File: config.mk
export PLATFORM = sky130hd
export DESIGN_NAME = distance_seg_display
export DESIGN_NICKNAME = d
export VERILOG_FILES = /design/src/rtl/distance_display_pkg.sv /design/src/rtl/bin2bcd_seq.sv /design/src/rtl/distance_seg_display.sv
export SDC_FILE = /design/constraint.sdc
export NUM_CORES = 1
export LEC_CHECK = 0
export ABC_AREA = 1
export CORE_MARGIN = 5
export CORE_UTILIZATION = 53
export CTS_CLUSTER_DIAMETER = 150
export CTS_CLUSTER_SIZE = 28
export DETAILED_ROUTE_END_ITERATION = 12
export PLACE_DENSITY = 0.87
export SLEW_MARGIN = 20
export SYNTH_ARGS = -nofsm -noshare
export SYNTH_HDL_FRONTEND = slang
export SYNTH_HIERARCHICAL = 1
export SYNTH_SLANG_ARGS = --single-unit
export TNS_END_PERCENT = 20
File: constraint.sdc
create_clock -name clk -period 1.5 [get_ports clk]
set_input_delay 0.3 -clock clk [delete_from_list [all_inputs] [get_ports clk]]
set_output_delay 0.3 -clock clk [all_outputs]
set_load 0.005 [all_outputs]
File: src/rtl/distance_display_pkg.sv
// Shared types and constants for the distance seven-segment display.
// Holds the converter state enum, digit count and active-low segment codes.
package distance_display_pkg;

    typedef enum logic [1:0] {
        IDLE,
        SHIFT,
        UPDATE
    } conv_state_e;

    localparam int NUM_DIGITS  = 4;
    localparam int BIN_W       = 10;
    localparam int BCD_W       = 4 * NUM_DIGITS;
    localparam int SHIFT_ITERS = BIN_W;

    // Active-low segment codes, bit order {g,f,e,d,c,b,a}
    localparam logic [6:0] SEG_0     = 7'b1000000;
    localparam logic [6:0] SEG_1     = 7'b1111001;
    localparam logic [6:0] SEG_2     = 7'b0100100;
    localparam logic [6:0] SEG_3     = 7'b0110000;
    localparam logic [6:0] SEG_4     = 7'b0011001;
    localparam logic [6:0] SEG_5     = 7'b0010010;
    localparam logic [6:0] SEG_6     = 7'b0000010;
    localparam logic [6:0] SEG_7     = 7'b1111000;
    localparam logic [6:0] SEG_8     = 7'b0000000;
    localparam logic [6:0] SEG_9     = 7'b0010000;
    localparam logic [6:0] SEG_BLANK = 7'b1111111;

    function automatic logic [6:0] seg_decode(input logic [3:0] digit);
        logic [6:0] code;
        case (digit)
            4'd0:    code = SEG_0;
            4'd1:    code = SEG_1;
            4'd2:    code = SEG_2;
            4'd3:    code = SEG_3;
            4'd4:    code = SEG_4;
            4'd5:    code = SEG_5;
            4'd6:    code = SEG_6;
            4'd7:    code = SEG_7;
            4'd8:    code = SEG_8;
            4'd9:    code = SEG_9;
            default: code = SEG_BLANK;
        endcase
        return code;
    endfunction

endpackage

File: src/rtl/bin2bcd_seq.sv
// Purpose: sequential double-dabble, 10-bit binary to 4-digit BCD.
// Latency: start at N -> SHIFT N+1..N+10, done (UPDATE) at N+11, idle again at N+12.
// Backpressure: start is ignored while busy; no queuing.
module bin2bcd_seq
    import distance_display_pkg::*;
(
    input  logic               clk,
    input  logic               rst,
    input  logic               start,
    input  logic [BIN_W-1:0]   bin,
    output logic               busy,
    output logic               done,
    output logic [BCD_W-1:0]   bcd
);

    conv_state_e              state, state_nxt;
    logic [BCD_W+BIN_W-1:0]   work, work_nxt, work_adj;
    logic [3:0]               iter, iter_nxt;

    always_ff @(posedge clk) begin
        if (rst) begin
            state <= IDLE;
            work  <= '0;
            iter  <= '0;
        end else begin
            state <= state_nxt;
            work  <= work_nxt;
            iter  <= iter_nxt;
        end
    end

    always_comb begin
        state_nxt = state;
        work_nxt  = work;
        iter_nxt  = iter;
        work_adj  = work;
        case (state)
            IDLE: begin
                if (start) begin
                    work_nxt  = {{BCD_W{1'b0}}, bin};
                    iter_nxt  = '0;
                    state_nxt = SHIFT;
                end
            end
            SHIFT: begin
                // Correct each BCD nibble before the shift so it carries at 10
                for (int k = 0; k < NUM_DIGITS; k++) begin
                    if (work[BIN_W + 4*k +: 4] >= 4'd5)
                        work_adj[BIN_W + 4*k +: 4] = work[BIN_W + 4*k +: 4] + 4'd3;
                end
                work_nxt = work_adj << 1;
                iter_nxt = iter + 4'd1;
                if (iter == 4'(SHIFT_ITERS - 1))
                    state_nxt = UPDATE;
            end
            UPDATE: begin
                state_nxt = IDLE;
            end
            default: begin
                state_nxt = IDLE;
            end
        endcase
    end

    assign busy = (state != IDLE);
    assign done = (state == UPDATE);
    assign bcd  = work[BCD_W+BIN_W-1:BIN_W];

endmodule

File: src/rtl/distance_seg_display.sv
// Purpose: converts a 10-bit cm distance to BCD and scans it onto a 4-digit 7-seg display.
// Latency: value offered at N is displayed from N+12; scan outputs are registered (1 cycle).
// Backpressure: dist_valid is dropped while busy. Optional macro: LEADING_ZERO_BLANK_EN.
module distance_seg_display
    import distance_display_pkg::*;
#(
    parameter int CLK_HZ   = 100_000_000,
    parameter int DIGIT_HZ = 1_000
) (
    input  logic               clk,
    input  logic               rst,
    input  logic [BIN_W-1:0]   distance_cm,
    input  logic               dist_valid,
    output logic               busy,
    output logic               over_range,
    output logic [6:0]         seg,
    output logic [3:0]         an
);

    localparam int SLOT_CYCLES = CLK_HZ / DIGIT_HZ;
    localparam int CNT_W       = (SLOT_CYCLES > 1) ? $clog2(SLOT_CYCLES) : 1;

    logic               conv_done;
    logic [BCD_W-1:0]   conv_bcd;
    logic [BCD_W-1:0]   disp_bcd;
    logic [CNT_W-1:0]   slot_cnt;
    logic [1:0]         digit_idx;
    logic [3:0]         cur_digit;
    logic               blank;
    logic [6:0]         seg_nxt;

    bin2bcd_seq u_bin2bcd (
        .clk   (clk),
        .rst   (rst),
        .start (dist_valid),
        .bin   (distance_cm),
        .busy  (busy),
        .done  (conv_done),
        .bcd   (conv_bcd)
    );

    // Display registers only move on a completed conversion; a reset mid-conversion leaves 0
    always_ff @(posedge clk) begin
        if (rst) begin
            disp_bcd   <= '0;
            over_range <= 1'b0;
        end else if (conv_done) begin
            disp_bcd   <= conv_bcd;
            over_range <= (conv_bcd[15:12] != 4'd0);
        end
    end

    always_ff @(posedge clk) begin
        if (rst) begin
            slot_cnt  <= '0;
            digit_idx <= '0;
        end else if (slot_cnt == CNT_W'(SLOT_CYCLES - 1)) begin
            slot_cnt  <= '0;
            digit_idx <= digit_idx + 2'd1;
        end else begin
            slot_cnt  <= slot_cnt + CNT_W'(1);
        end
    end

    always_comb begin
        cur_digit = disp_bcd[{digit_idx, 2'b00} +: 4];
        blank     = 1'b0;
`ifdef LEADING_ZERO_BLANK_EN
        case (digit_idx)
            2'd3:    blank = (disp_bcd[15:12] == 4'd0);
            2'd2:    blank = (disp_bcd[15:8]  == 8'd0);
            2'd1:    blank = (disp_bcd[15:4]  == 12'd0);
            default: blank = 1'b0;
        endcase
`else
        blank     = 1'b0;
`endif
        seg_nxt   = blank ? SEG_BLANK : seg_decode(cur_digit);
    end

    always_ff @(posedge clk) begin
        if (rst) begin
            an  <= 4'b1111;
            seg <= SEG_BLANK;
        end else begin
            an  <= ~(4'b0001 << digit_idx);
            seg <= seg_nxt;
        end
    end

endmodule
* Word level (Yosys, flattened, before mapping)
Memory sizes are Yosys's and may differ from the RTL's. A register that Yosys moved wholly into a read port is not among the register bits.
Index checks and enable logic that the tools add are counted.
** Operators by class
- Magnitude comparators :: 4
- Bitwise gates (word level) :: 1
- Shifts and indexed selects :: 2
- Eq/ne operators :: 6
- Add/subtract/negate cells :: 7
- Muxes and demuxes :: 11
- Reductions and logical operators :: 7
** Operators by type and width (count)
- $pmux 26 s2 :: 1
- $mux 26 :: 1
- $add 17x1->17 const B :: 1
- $eq 17x17->1 const B :: 1
- $ge 4x3->1 const B :: 4
- $mux 4 :: 4
- $shiftx 16x5->4 :: 1
- $add 4x2->4 const B :: 3
- $pmux 4 s2 :: 1
- $add 4x1->4 const B :: 1
- $eq 4x4->1 const B :: 1
- $mux 2 :: 2
- $not 4->4 :: 1
- $pmux 2 s2 :: 1
- $reduce_and 2->1 :: 2
- $reduce_bool 2->1 :: 2
- $reduce_bool 4->1 :: 1
- $shl 1x2->4 const A :: 1
- $add 3x2->3 const B :: 1
- $mux 3 :: 1
- $add 2x1->2 const B :: 1
- $eq 2x1->1 const B :: 1
- $eq 2x2->1 const B :: 1
- $logic_not 2->1 :: 1
- 3 further kinds :: 3
** Word-level totals
- Output and inout bits :: 13
- Register bits after elaboration :: 72
- Memories :: 1
- Input port bits :: 13
- Memory bits (read-only) :: 112
- Logic and storage cells :: 47
** Memories
- (name not given) :: depth 16, width 7, read ports 1, clocked after Yosys merged registers in 1, write ports 0, line distance_display_pkg.sv:31 : case (digit)

* Depth between registers and ports, before layout
- Depth in word-level cells :: 3
- Mapped depth :: 12
- Depth with buffers taken out :: 10

* Modules after synthesis
Netlist, hierarchy kept.
** Modules (own cells, without submodules)
- distance_seg_display :: times used 1, area an instance 2185.8 sq um, seq. area each 940.9 sq um, cells each 294
- bin2bcd_seq :: times used 1, area an instance 1899.3 sq um, seq. area each 640.6 sq um, cells each 266

* Worst setup path after synthesis
No wires, ideal clock.
- Path kind :: flip-flop to flip-flop
- Start point :: register digit_idx[0]
- End point :: register seg[6]
- Cell stages (with the launch flop) :: 12
- Setup time :: 121 ps
- Required time :: 1379 ps
- Arrival :: 1419 ps
- Slack :: -40 ps
- Path buffers :: 2
- Period minus slack after synthesis :: 1540 ps
- Cells stage by stage :: dfxtp_1 > buf_6 > inv_4 > buf_6 > nand2_1 > nand3_1 > nand2_2 > inv_2 > ha_1 > nand3b_1 > nand3_1 > nand2_1
** On the way
- Longest elaborated chain between the ends :: 1
** Ends and longest elaborated chain
- start, declared :: line distance_seg_display.sv:27 : logic [1:0] digit_idx;
- start signal, assigned :: line distance_seg_display.sv:59 : digit_idx <= digit_idx + 2'd1;
- $shiftx 16x5->4 :: line distance_seg_display.sv:66 : cur_digit = disp_bcd[{digit_idx, 2'b00} +: 4];
- end, declared :: line distance_seg_display.sv:16 : output logic [6:0] seg,
Every way passes these cells.
A chain may end at the register's enable or synchronous reset.

* Worst setup path in the final report
- Start point :: register seg[6]
- End point :: output seg[6]
No word-level cell between the ends.

==> qor.csv <==
metric,value,unit
fillers,646,
CP startpoint kind,flop,
critical-path cell list,clkdlybuf4s50_1,
DR pass1 iterations,5,
Tcrit/Tclk final,96.8,%
Synth Flop Type,dfxtp_1,
Synth Instances,560,
IO Port Bufs,25,
Die Span X,97.8,um
synthesized cell area,0.00409,mm^2
vias in the first global route,3383,
detailed-placement wirelength estimate,5760,um
Crit. Startpoint,seg[6],
Synth Area in Simple Gates,32.8,%
power per cell area,893,mW/mm^2
IO Pins,26,
TritonCTS clock tree,yes,
# setup viols final,0,
Critical Path Stages,1,
RSZ-0062 raised after global routing,true,
Crit path buffers/inverters,1,
final instance area,0.00465,mm^2
xor and xnor area share after synthesis,1.29,%
critical-path maximum fanout,1,
"Arr. time, crit path",1.15,ns
fraction of registers with async set/reset,0,%
Slew headroom,71.9,%
Total GRT Usage,17.4,%
Clock Tree Buf Depth,2,
Inserted Clock Buffers,9,
Worst-Skew Late Latency,0.34,ns
share of cells above drive strength 1,14.4,%
post-route insts no fill,691,
Setup Skew,0.0107,ns
Fmax,689,MHz
largest family of logic cells by synthesized area,simple AND/OR/NAND/NOR gates,
sequential area share after synthesis,38.7,%
Slew Limit Fails,0,
worst reg-to-reg setup slack,0.07,ns
Die Span Y,97.8,um
initial DRC count,276,
Clock H-tree levels,3,
core area,0.00761,mm^2
DR vias,3501,
wire length per cell,11.6,um
mux cell area share after synthesis,0,%
library cells used by synthesis,32,
post-route setup TNS,0,ns
largest net degree at the start of global routing,22,
drt drc,0,
Ant. Diodes,0,
CTS root buf,clkbuf_8,
Adder-Cell Fraction of Synth Area,6.13,%
post-cts hold buffer count,0,
Top Family by Delay on Critical Path,buffers and inverters,
Cell Rows,32,
Final ANT Viol Nets,0,
Post-synth EDFFs,0,
RR Endpoint,slot_cnt[2],
flop and latch count out of synthesis,79,
Nets,618,
"Hold Vio Cnt, Final",0,
"most common cell after layout, fill and taps aside",nand2_1,
first-pass GRT wire length,14100,um
Starting Density,53.7,%
Final min period,1.45,ns
r2r startpoint,slot_cnt[0],
CP Data Required Time,1.20,ns
Area growth syn-to-layout,13.8,%
Critical path destination,seg[6],
initial antenna violation count,0,
placed insts,674,
Worst-Margin Slew,0.421,ns
Max IR drop VDD,0.000468,V
final wirelength,8030,um
Post-DP Area,0.00437,mm^2
post-synthesis compound-gate area fraction,10.1,%
syn nets,593,
max-cap violation count,0,
die area,0.00956,mm^2
Final GP Congestion,0.870,
clk sinks,79,
"Clk pin slew, worst setup/hold paths",0.08,ns
"slowest stage delay, CP",0.49,ns
worst hold path class,flop to flop,
leak pwr,1.99,nW
post-DR vias/cell,5.07,
WS Path Type,flop to primary output,
most frequent cells in the layout,"nand2_1, nor2_1, dfxtp_1",
Yosys Warn Count,6,
Avg Inst Size Synth,7.29,um^2
Crit-path slowest cell,clkdlybuf4s50_1,
GRT overflow,0,
Final Core Density,61.1,%
Worst Setup End Kind,primary output,
worst reg2reg path depth,6,
status,completed,
==> layout make-up <==
class                      instances  area, um^2  share of cell area, %
clock buffer                      10         138                   2.96
clock inverter                     5        81.3                   1.75
inverter                          58         225                   4.84
multi-input combinational        394        2080                   44.7
sequential                        79        1600                   34.4
tap                              102         128                   2.74
timing repair buffer              43         403                   8.66
==> what timing repair did <==
action,4_1_cts,5_1_grt
setup buffers,0,2
gates resized for setup,9,11
pin swaps,0,1
endpoints found under the hold margin,0,0
endpoints found under the setup margin,3,20
==> kinds of logic after synthesis <==
family | after synthesis
AND/OR/NAND/NOR | 299
flip-flops | 79
AO/OA/AOI/OAI | 69
adder cells (fa/ha/maj) | 20
buffers and inverters | 87
XOR/XNOR | 6
==> flip-flops by register name, indices dropped and copies added, names as in the netlist <==
| register | cells |
|---|---|
| u_bin2bcd/work | 26 |
| slot_cnt | 17 |
| disp_bcd | 16 |
| seg | 7 |
| an | 4 |
| u_bin2bcd/iter | 4 |
| digit_idx | 2 |
| u_bin2bcd/state | 2 |
| over_range | 1 |
==> worst min path at each step <==
| stage | startpoint | depth (start not counted) | endpoint | slack, ns |
|---|---|---|---|---|
| after floorplan | rst | 1 | u_bin2bcd/work[3] | 0.37 |
| after global placement | slot_cnt[0] | 1 | slot_cnt[0] | 0.44 |
| after detailed placement | slot_cnt[0] | 1 | slot_cnt[0] | 0.45 |
| after CTS | slot_cnt[0] | 1 | slot_cnt[0] | 0.47 |
| after global routing | u_bin2bcd/work[0] | 2 | u_bin2bcd/work[0] | 0.49 |
| final | slot_cnt[0] | 1 | slot_cnt[0] | 0.47 |
==> cell usage after synthesis (8+ instances only) <==
| cell | n | share of area [%] |
|---|---|---|
| o211ai_1 | 8 | 1.5 |
| inv_1 | 51 | 4.7 |
| nand2_1 | 130 | 12 |
| a21oi_1 | 25 | 3.1 |
| nand3_1 | 42 | 5.1 |
| dfxtp_1 | 79 | 39 |
| nor2_1 | 87 | 8.0 |
| buf_4 | 16 | 2.9 |
| o21ai_0 | 27 | 3.3 |
| nand2_2 | 12 | 1.8 |
| nand4_1 | 10 | 1.5 |
| ha_1 | 20 | 6.1 |
==> worst reg2reg max path, stage by stage (launching register included) <==
cell,delay (ns)
dfxtp_1,0.38
ha_1,0.21
nand2_1,0.09
nor2_2,0.19
nand3_2,0.18
nand2_4,0.21
nor2_1,0.07
==> where the power goes <==
group | internal [mW] | switching (mW)
registers | 2.13 | 0.0262
logic | 0.121 | 0.146
clock network | 0.976 | 0.752
==> layer usage <==
| layer | global-route usage (%) | routed length [um] |
|---|---|---|
| met1 | 20.6 | 3560 |
| met2 | 30.2 | 3910 |
| met3 | 3.64 | 410 |
| met4 | 7.67 | 146 |
| met5 | 0 | 0 |
==> stage by stage <==
| stage | power, mW | hold slack (ns) | worst slack (ns) |
|---|---|---|---|
| detailed placement | 2.48 | 0.451 | -0.0223 |
| global placement | 2.47 | 0.442 | -0.0114 |
| finish | 4.15 | 0.466 | 0.0486 |
| CTS | 4.20 | 0.467 | 0.0135 |
| global route | 4.34 | 0.491 | -0.0194 |
| floorplan | 2.37 | 0.366 | -0.0130 |
(Power assumes the default switching activity.)
